### config.mk
export PLATFORM = sky130hd
export DESIGN_NAME = aes_frame_loader_flat
export DESIGN_NICKNAME = d
export VERILOG_FILES = /design/src/rtl/aes_frame_loader_pkg.sv /design/src/rtl/aes_frame_loader_if.sv /design/src/rtl/aes_frame_loader_byte_shreg.sv /design/src/rtl/aes_frame_loader.sv /design/src/flat_wrapper.sv
export SDC_FILE = /design/constraint.sdc
export NUM_CORES = 1
export LEC_CHECK = 0
export BUFFER_PORTS_ARGS = -buffer_cell sky130_fd_sc_hd__clkbuf_2
export CORE_UTILIZATION = 56
export CTS_BUF_LIST = sky130_fd_sc_hd__clkbuf_16
export CTS_CLUSTER_DIAMETER = 80
export DETAILED_ROUTE_END_ITERATION = 8
export MAX_ROUTING_LAYER = met4
export PLACE_DENSITY = 0.95
export SYNTH_ARGS = -nofsm -noshare
export SYNTH_HDL_FRONTEND = slang
export SYNTH_HIERARCHICAL = 1
export SYNTH_SLANG_ARGS = --single-unit
export TNS_END_PERCENT = 10
### constraint.sdc
create_clock -name clk -period 3.69 [get_ports clk]
set_clock_uncertainty 0.05 [all_clocks]
set_input_delay 0.1845 -clock clk [delete_from_list [all_inputs] [get_ports clk]]
set_output_delay 0.1845 -clock clk [all_outputs]
set_load 0.005 [all_outputs]
### src/rtl/aes_frame_loader_pkg.sv
`default_nettype none
// ============================================================================
// aes_pkg : shared constants and state type for the AES frame loader
// Revision: 1.0
// ============================================================================
package aes_pkg;

    localparam int          BLOCK_BYTES = 16;
    localparam logic [3:0]  LAST_BYTE   = 4'(BLOCK_BYTES - 1);

    localparam logic [7:0]  HDR_KEY_DEF = 8'h4B;
    localparam logic [7:0]  HDR_CT_DEF  = 8'h43;

    typedef enum logic [2:0] {
        ST_IDLE     = 3'd0,
        ST_LOAD_KEY = 3'd1,
        ST_LOAD_CT  = 3'd2,
        ST_DISCARD  = 3'd3,
        ST_HOLD     = 3'd4
    } loader_state_t;

endpackage
`default_nettype wire

### src/rtl/aes_frame_loader_if.sv
`default_nettype none
// ============================================================================
// aes_frame_loader_if : byte-stream input and block output handshakes
// Revision: 1.0
// ============================================================================
interface aes_frame_loader_if;

    logic [7:0]   in_data;
    logic         in_valid;
    logic         in_ready;
    logic [127:0] key;
    logic [127:0] ciphertext;
    logic         out_valid;
    logic         out_ready;
    logic         err;

    modport master (
        output in_data, in_valid, out_ready,
        input  in_ready, key, ciphertext, out_valid, err
    );

    modport slave (
        input  in_data, in_valid, out_ready,
        output in_ready, key, ciphertext, out_valid, err
    );

endinterface
`default_nettype wire

### src/rtl/aes_frame_loader_byte_shreg.sv
`default_nettype none
// ============================================================================
// aes_byte_shreg : left-shifting byte register, newest byte lands at [7:0]
// Revision: 1.0
// ============================================================================
module aes_byte_shreg #(
    parameter int WIDTH = 128
) (
    input  wire logic             clk,
    input  wire logic             rst,
    input  wire logic             clr_i,
    input  wire logic             shift_i,
    input  wire logic [7:0]       byte_i,
    output logic      [WIDTH-1:0] data_o
);

    logic [WIDTH-1:0] data_q;

    always_ff @(posedge clk) begin
        if (rst || clr_i) begin
            data_q <= '0;
        end else if (shift_i) begin
            data_q <= {data_q[WIDTH-9:0], byte_i};
        end
    end

    assign data_o = data_q;

endmodule
`default_nettype wire

### src/rtl/aes_frame_loader.sv
`default_nettype none
// ============================================================================
// aes_frame_loader : frames header+payload bytes into key/ciphertext blocks
// Revision: 1.0
// ============================================================================
module aes_frame_loader
    import aes_pkg::*;
#(
    parameter logic [7:0] HDR_KEY = HDR_KEY_DEF,
    parameter logic [7:0] HDR_CT  = HDR_CT_DEF
) (
    input  wire logic          clk,
    input  wire logic          rst,
    aes_frame_loader_if.slave  bus
);

    loader_state_t state_q;
    logic [3:0]    cnt_q;
    logic          key_loaded_q;
    logic          out_valid_q;
    logic          err_q;

    logic          w_in_ready;
    logic          w_accept;
    logic          w_last;
    logic          w_key_shift;
    logic          w_ct_shift;
    logic [127:0]  w_key;
    logic [127:0]  w_ct;

    // Ready is a pure state decode so upstream never sees a combinational loop.
    assign w_in_ready  = (state_q != ST_HOLD);
    assign w_accept    = bus.in_valid && w_in_ready;
    assign w_last      = (cnt_q == LAST_BYTE);
    assign w_key_shift = w_accept && (state_q == ST_LOAD_KEY);
    assign w_ct_shift  = w_accept && (state_q == ST_LOAD_CT);

    always_ff @(posedge clk) begin
        if (rst) begin
            state_q      <= ST_IDLE;
            cnt_q        <= 4'd0;
            key_loaded_q <= 1'b0;
            out_valid_q  <= 1'b0;
            err_q        <= 1'b0;
        end else begin
            err_q <= 1'b0;
            case (state_q)
                ST_IDLE: begin
                    if (w_accept) begin
                        cnt_q <= 4'd0;
                        if (bus.in_data == HDR_KEY) begin
                            state_q <= ST_LOAD_KEY;
                        end else if (bus.in_data == HDR_CT) begin
                            state_q <= key_loaded_q ? ST_LOAD_CT : ST_DISCARD;
                        end else begin
                            err_q <= 1'b1;
                        end
                    end
                end
                ST_LOAD_KEY: begin
                    if (w_accept) begin
                        cnt_q <= cnt_q + 4'd1;
                        if (w_last) begin
                            key_loaded_q <= 1'b1;
                            state_q      <= ST_LOAD_CT;
                        end
                    end
                end
                ST_LOAD_CT: begin
                    if (w_accept) begin
                        cnt_q <= cnt_q + 4'd1;
                        if (w_last) begin
                            out_valid_q <= 1'b1;
                            state_q     <= ST_HOLD;
                        end
                    end
                end
                ST_DISCARD: begin
                    if (w_accept) begin
                        cnt_q <= cnt_q + 4'd1;
                        if (w_last) begin
                            err_q   <= 1'b1;
                            state_q <= ST_IDLE;
                        end
                    end
                end
                ST_HOLD: begin
                    if (out_valid_q && bus.out_ready) begin
                        out_valid_q <= 1'b0;
                        cnt_q       <= 4'd0;
                        state_q     <= ST_IDLE;
                    end
                end
                default: begin
                    out_valid_q <= 1'b0;
                    cnt_q       <= 4'd0;
                    state_q     <= ST_IDLE;
                end
            endcase
        end
    end

    // The key register is only rewritten while out_valid is low, so no staging copy is kept.
    aes_byte_shreg #(.WIDTH(128)) u_key_reg (
        .clk     (clk),
        .rst     (rst),
        .clr_i   (1'b0),
        .shift_i (w_key_shift),
        .byte_i  (bus.in_data),
        .data_o  (w_key)
    );

    aes_byte_shreg #(.WIDTH(128)) u_ct_reg (
        .clk     (clk),
        .rst     (rst),
        .clr_i   (1'b0),
        .shift_i (w_ct_shift),
        .byte_i  (bus.in_data),
        .data_o  (w_ct)
    );

    assign bus.in_ready   = w_in_ready;
    assign bus.key        = w_key;
    assign bus.ciphertext = w_ct;
    assign bus.out_valid  = out_valid_q;
    assign bus.err        = err_q;

endmodule
`default_nettype wire
### src/flat_wrapper.sv
// flat-port wrapper written by rule: the top's interface ports become plain ports
module aes_frame_loader_flat import aes_pkg::*;
#(
    parameter logic [7:0] HDR_KEY = HDR_KEY_DEF,
    parameter logic [7:0] HDR_CT  = HDR_CT_DEF
)
  (clk, rst, bus_in_data, bus_in_valid, bus_out_ready, bus_in_ready, bus_key, bus_ciphertext, bus_out_valid, bus_err);
  aes_frame_loader_if bus_i ();
  input  wire logic clk;
  input  wire logic rst;
  input wire logic [$bits(bus_i.in_data)-1:0] bus_in_data;
  input wire logic [$bits(bus_i.in_valid)-1:0] bus_in_valid;
  input wire logic [$bits(bus_i.out_ready)-1:0] bus_out_ready;
  output wire logic [$bits(bus_i.in_ready)-1:0] bus_in_ready;
  output wire logic [$bits(bus_i.key)-1:0] bus_key;
  output wire logic [$bits(bus_i.ciphertext)-1:0] bus_ciphertext;
  output wire logic [$bits(bus_i.out_valid)-1:0] bus_out_valid;
  output wire logic [$bits(bus_i.err)-1:0] bus_err;
  assign bus_i.in_data = bus_in_data;
  assign bus_i.in_valid = bus_in_valid;
  assign bus_i.out_ready = bus_out_ready;
  assign bus_in_ready = bus_i.in_ready;
  assign bus_key = bus_i.key;
  assign bus_ciphertext = bus_i.ciphertext;
  assign bus_out_valid = bus_i.out_valid;
  assign bus_err = bus_i.err;
  aes_frame_loader #(.HDR_KEY(HDR_KEY), .HDR_CT(HDR_CT)) u_core (.clk(clk), .rst(rst), .bus(bus_i));
endmodule
==> results.py, run 1 <==
metrics = {
    "status": {
        "status": "finished clean",
    },
    "global_routing": {
        "grt_usage": 0.2486,
        "grt_max_degree": 86,
        "grt_pass1_wl_um": 35620,
        "grt_pass1_vias": 7017,
        "antenna_found_initial": 0,
        "gr-total-overflow": 0,
    },
    "critical_path": {
        "arrival_ps": 2810,
        "crit_type": "reg2reg",
        "crit_chain": "nand2b_1 > nor2_4 > buf_12 > mux2i_1 > nor2_1",
        "crit_fanout": 36,
        "cp_slowest_cell": "nor2_4",
        "required_ps": 4000,
        "cp-start-kind": "flop",
        "end_kind": "flop",
        "cpPeakStageDelay_ps": 740,
    },
    "die": {
        "core.rowCount": 48,
        "die_h_um": 135.3,
        "core_area_sq_mm": 0.01736,
        "ios": 271,
        "start_util": 0.5735,
        "die_area_sq_mm": 0.01831,
        "fp.dieW_um": 135.3,
    },
    "clock_tree": {
        "post_cts_resized": 0,
        "cts.sinks": 266,
        "cts_setup_buffers": 0,
        "cts_made_buffers": 26,
        "path_clk_slew_ps": 60,
        "cts_tree": "built",
        "htree_num_levels": 1,
        "hold_buffers": 12,
        "worstSkewPairLatency_ps": 510,
        "cts_buffer_depth": 3,
        "ctsRootBufferMaster": "clkbuf_16",
    },
    "timing": {
        "slew_headroom": 0.4701,
        "rsz0062_at_grt": "no",
        "finalMaxSlewViolations": 0,
        "timing.setup.tns_ps": 0,
        "worst_pin_slew_ps": 793.0,
        "worst_hold_slack_ps": 430.1,
        "hold_viol": 0,
        "fin_crit_ps": 2505,
        "worst_slack_ps": 1185,
        "setup_viol": 0,
        "min_period_over_period": 0.6790,
        "max_freq_mhz": 399.1,
    },
    "final_layout": {
        "n_antenna_cell": 0,
        "fin_nets": 1174,
        "layout_common_cells": "clkbuf_2, dfxtp_1, nor2_1, mux2i_1, clkbuf_16",
        "layout-drive-gt1-share": 0.2777,
        "final_area_sq_mm": 0.01198,
        "area_growth_pct": 20.33,
        "final_cell_count_no_fill": 1406,
        "layout_commonest_cell": "clkbuf_2",
        "fill_cells": 1195,
    },
    "routing": {
        "dr_total_vias": 7297,
        "drc": 0,
        "ant_nets": 0,
        "wl_per_cell_um": 16.54,
        "drt-pass1-iter-count": 5,
        "wirelength_um": 23250,
        "viasPerCell": 5.190,
        "drtIter0Drc": 360,
    },
    "power": {
        "p_leak_nw": 4.556,
        "p_per_area_mw_per_mm2": 461.8,
        "peakVddDrop_uv": 400.0,
    },
    "synth": {
        "synthesis.area_sq_mm": 0.009953,
        "synth_cell_types": 38,
        "synth-main-ff-cell": "dfxtp_1",
        "yosysWarnings": 6,
        "synth_edf_count": 0,
        "postSynth.asyncResetShare": 0,
        "syn_inst": 898,
        "ys_ff_latch": 266,
        "seq_area_frac_synth": 0.5350,
        "syn_avg_cell_area_sq_um": 11.08,
    },
    "place": {
        "placement.io_buffers": 270,
        "dp_cells": 1346,
        "placed_area_sq_mm": 0.01102,
        "place.gp.congestion": 0.8667,
        "hpwl_um": 15870,
        "dp_slack_ps": 1321,
    },
    "job": {
        "max_cap_violations": 0,
    },
    "hold_path": {
        "hp-class": "reg2reg",
    },
}
registers in the layout (all words and copies together) (netlist names):
name,cells
u_core/u_key_reg/data_o,128
u_core/cnt_q,4
u_core/u_ct_reg/data_o,128
u_core/bus.err,1
u_core/state_q,3
u_core/key_loaded_q,1
u_core/bus.out_valid,1
critical path: cells and delay by family (launching register included):
family / cells / cell delay, ps
buf+inv: 1 / 340
flops: 1 / 380
mux: 1 / 320
simple gates: 3 / 1250
synthesized netlist by cell type (all sizes together), types with 2 or more instances:
cell	count	area (sq um)
dfxtp	266	5325
nor2	265	1002
mux2i	256	2562
buf	59	723.2
nand2	6	22.52
nor3	6	30.03
a21oi	5	25.02
or2	4	30.04
a211o	2	17.52
a311oi	2	17.52
and3	2	12.51
inv	2	7.500
nand3	2	10.01
nand3b	2	15.01
o31ai	2	15.01
final timing paths:
kind / start / cells after the start / end / slack (ps)
worst min register to register: u_core/cnt_q[3] / 1 / u_core/cnt_q[3] / 430
worst max-delay path: u_core/state_q[2] / 5 / u_core/u_ct_reg/data_o[45] / 1180
worst max register to register: u_core/state_q[2] / 5 / u_core/u_ct_reg/data_o[45] / 1180
worst min-delay path: u_core/cnt_q[3] / 1 / u_core/cnt_q[3] / 430
stage by stage:
| stage | utilization | total power [mW] |
|---|---|---|
| after global routing | 0.6900 | 5.700 |
| after global placement | 0.6347 | 3.010 |
| final | 0.6900 | 5.530 |
| after floorplan | - | 2.998 |
| after CTS | 0.6900 | 5.569 |
| after detailed placement | 0.6347 | 3.010 |
power by group:
| part | internal [mW] | switching (mW) |
|---|---|---|
| Sequential | 2.87 | 0.000501 |
| Combinational | 0.0226 | 0.0624 |
| Clock | 1.52 | 1.05 |
cell type report:
cell class,count,area [sq um],area share
clock inverters,21,165.2,0.01379
flip-flops and latches,266,5325,0.4446
repair buffers,294,1612,0.1346
well taps,225,281.5,0.02351
inverters,3,11.26,0.0009402
multi-input cells,570,3906,0.3262
clock buffers,27,675.6,0.05641
cells by family after synthesis:
group	Yosys count	synth area share
buffers and inverters	63	0.07417
AOI/OAI and AO/OA	18	0.01446
muxes	256	0.2574
and+or+nand+nor	293	0.1173
adders and majority gates	1	0.001257
DFF	266	0.5350
other	1	0.0003768
layer usage:
layer | wire length (um) | vias up | GRT usage
li1 | - | 3527 | -
met1 | 9866 | 3464 | 0.2980
met2 | 11360 | 244 | 0.4142
met3 | 1165 | 62 | 0.03966
met4 | 856 | 0 | 0.1049
met5 | 0 | - | -
No activity file was read; power rests on OpenSTA's default activity.
==> run 2: changes to the inputs <==
--- a/config.mk
+++ b/config.mk
@@ -6,12 +6,12 @@
 export NUM_CORES = 1
 export LEC_CHECK = 0
 export BUFFER_PORTS_ARGS = -buffer_cell sky130_fd_sc_hd__clkbuf_2
-export CORE_UTILIZATION = 56
+export CORE_UTILIZATION = 52
 export CTS_BUF_LIST = sky130_fd_sc_hd__clkbuf_16
 export CTS_CLUSTER_DIAMETER = 80
 export DETAILED_ROUTE_END_ITERATION = 8
 export MAX_ROUTING_LAYER = met4
-export PLACE_DENSITY = 0.95
+export PLACE_DENSITY = 0.91
 export SYNTH_ARGS = -nofsm -noshare
 export SYNTH_HDL_FRONTEND = slang
 export SYNTH_HIERARCHICAL = 1
==> constraint.sdc (replaced) <==
create_clock -name clk -period 2.5 [get_ports clk]
set_clock_uncertainty 0.05 [all_clocks]
set_input_delay 0.125 -clock clk [delete_from_list [all_inputs] [get_ports clk]]
set_output_delay 0.125 -clock clk [all_outputs]
set_load 0.005 [all_outputs]
==> run 2 against run 1 <==
Critical endpoint is now u_core/u_key_reg/data_o[64]. Design area grew 0.70%. Flip-flop and latch count unchanged. Global-route usage fell by 1.4 points. Utilization fell by 4.5 points. Clock-buffer cell count stayed put. Worst setup slack got worse by 850 ps. Combinational power increased by 57%. Non-clock buffer count grew 8. Critical path type unchanged. Sequential share of layout area is 0.31 points lower. Power is 44% higher.
==> results.py, run 2 (same netlist as run 1, synthesis figures left out) <==
metrics = {
    "status": {
        "status": "finished clean",
    },
    "critical_path": {
        "arrival_ps": 2500,
        "crit_type": "reg2reg",
        "rr_endpoint": "u_core/u_key_reg/data_o[64]",
        "cp-startpoint": "u_core/state_q[2]",
        "setup.worst_path.end": "u_core/u_key_reg/data_o[64]",
        "crit_fanout": 23,
        "cp-start-kind": "flop",
        "r2r_slack_ps": 330,
        "end_kind": "flop",
        "r2r-start": "u_core/state_q[2]",
        "required_ps": 2840,
        "rr_worst_depth": 6,
    },
    "clock_tree": {
        "cts_tree": "built",
        "htree_num_levels": 1,
        "hold_buffers": 13,
        "cts_made_buffers": 26,
        "cts_buffer_depth": 3,
        "cts_setup_buffers": 0,
        "post_cts_resized": 0,
        "cts.sinks": 266,
        "ctsRootBufferMaster": "clkbuf_16",
        "path_clk_slew_ps": 70,
        "worstSkewPairLatency_ps": 520,
    },
    "final_layout": {
        "n_antenna_cell": 0,
        "final_util": 0.6447,
        "multiInputGateArea_sq_mm": 0.003906,
        "layout_common_cells": "clkbuf_2, dfxtp_1, nor2_1, mux2i_1, clkbuf_16",
        "fin_nets": 1182,
        "regArea_sq_mm": 0.005325,
        "area_growth_pct": 21.17,
        "layout_commonest_cell": "clkbuf_2",
        "final_area_sq_mm": 0.01206,
        "final_cell_count_no_fill": 1421,
        "fill_cells": 1400,
        "layout-drive-gt1-share": 0.2772,
    },
    "routing": {
        "drc": 0,
        "wirelength_um": 23310,
        "drtIter0Drc": 384,
        "dr_total_vias": 7369,
        "drt-pass1-iter-count": 4,
        "wl_per_cell_um": 16.40,
        "ant_nets": 0,
        "viasPerCell": 5.186,
    },
    "power": {
        "p_per_area_mw_per_mm2": 659.6,
        "peakVddDrop_uv": 543.1,
        "power.share.clock": 0.450,
        "p_leak_nw": 4.588,
        "switchingPower_mw": 1.645,
        "pwr-share-seq": 0.533,
        "comb_power_share": 0.017,
        "p_sw_frac": 0.2067,
        "p_int_mw": 6.311,
    },
    "global_routing": {
        "gr-total-overflow": 0,
        "grt_pass1_wl_um": 36450,
        "grt_max_degree": 90,
        "grt_usage": 0.2343,
        "grt_pass1_vias": 6873,
        "antenna_found_initial": 0,
    },
    "timing": {
        "worst_hold_slack_ps": 402.0,
        "fin_crit_ps": 2167,
        "worst_pin_slew_ps": 543.4,
        "max_freq_mhz": 461.6,
        "rsz0062_at_grt": "no",
        "finalMaxSlewViolations": 0,
        "setup_viol": 0,
        "min_period_over_period": 0.8666,
        "hold_viol": 0,
        "timing.setup.tns_ps": 0,
        "slew_headroom": 0.6377,
    },
    "place": {
        "hpwl_um": 15980,
        "placement.io_buffers": 270,
        "placed_area_sq_mm": 0.01115,
        "dp_cells": 1362,
        "place.gp.congestion": 0.8865,
    },
    "die": {
        "start_util": 0.5321,
        "fp.dieW_um": 140.4,
        "die_h_um": 140.4,
        "ios": 271,
        "core.rowCount": 50,
        "core_area_sq_mm": 0.01871,
        "die_area_sq_mm": 0.01970,
    },
    "hold_path": {
        "min_path_cells": 4,
        "hp-class": "in2reg",
    },
    "job": {
        "max_cap_violations": 0,
    },
}
-- run 2: final cells by class --
cell class,count,share of cell area
Sequential cell,266,0.4415
Timing Repair Buffer,302,0.1450
Clock inverter,19,0.008300
Inverter,3,0.0009337
Clock buffer,27,0.05602
Tap cell,234,0.02428
Multi-Input combinational cell,570,0.3239
-- run 2: power by group through the flow --
stage	logic (mW)	registers (mW)	clock network, mW
final	0.133	4.24	3.58
after global routing	0.144	4.24	3.82
after CTS	0.132	4.24	3.65
after detailed placement	0.118	4.33	0
after global placement	0.118	4.33	0
after floorplan	0.0909	4.33	0
-- run 2: per-stage QoR --
stage	setup WS, ps	total power, mW
3_5_place_dp	377.7	4.452
2_1_floorplan	574.7	4.425
4_1_cts	354.1	8.024
3_3_place_gp	501.8	4.452
5_1_grt	168.1	8.201
6_report	333.5	7.955
-- run 2: worst max-delay path, cell delays in order (launching register included) --
cell,delay (ps)
dfxtp_1,380
nand2b_1,410
nor3_2,280
buf_12,250
buf_4,320
mux2i_1,250
nor2_1,50
-- run 2: worst min-delay path by stage --
| stage | startpoint | endpoint | slack (ps) |
|---|---|---|---|
| 2_1_floorplan | bus_in_data[5] | u_core/u_ct_reg/data_o[5] | 220 |
| 4_1_cts | bus_in_data[4] | u_core/u_key_reg/data_o[4] | 380 |
| 5_1_grt | bus_in_data[4] | u_core/u_key_reg/data_o[4] | 400 |
| 3_3_place_gp | bus_in_data[4] | u_core/u_key_reg/data_o[4] | 350 |
| 6_report | bus_in_data[4] | u_core/u_key_reg/data_o[4] | 400 |
| 3_5_place_dp | bus_in_data[4] | u_core/u_key_reg/data_o[4] | 370 |
-- run 2: metal layers --
metal | share of wire | track usage | up-vias
met4 | 0.041 | 0.1047 | 0
li1 | - | - | 3554
met3 | 0.056 | 0.04615 | 63
met2 | 0.47 | 0.3811 | 235
met1 | 0.43 | 0.2815 | 3517
met5 | 0 | - | -
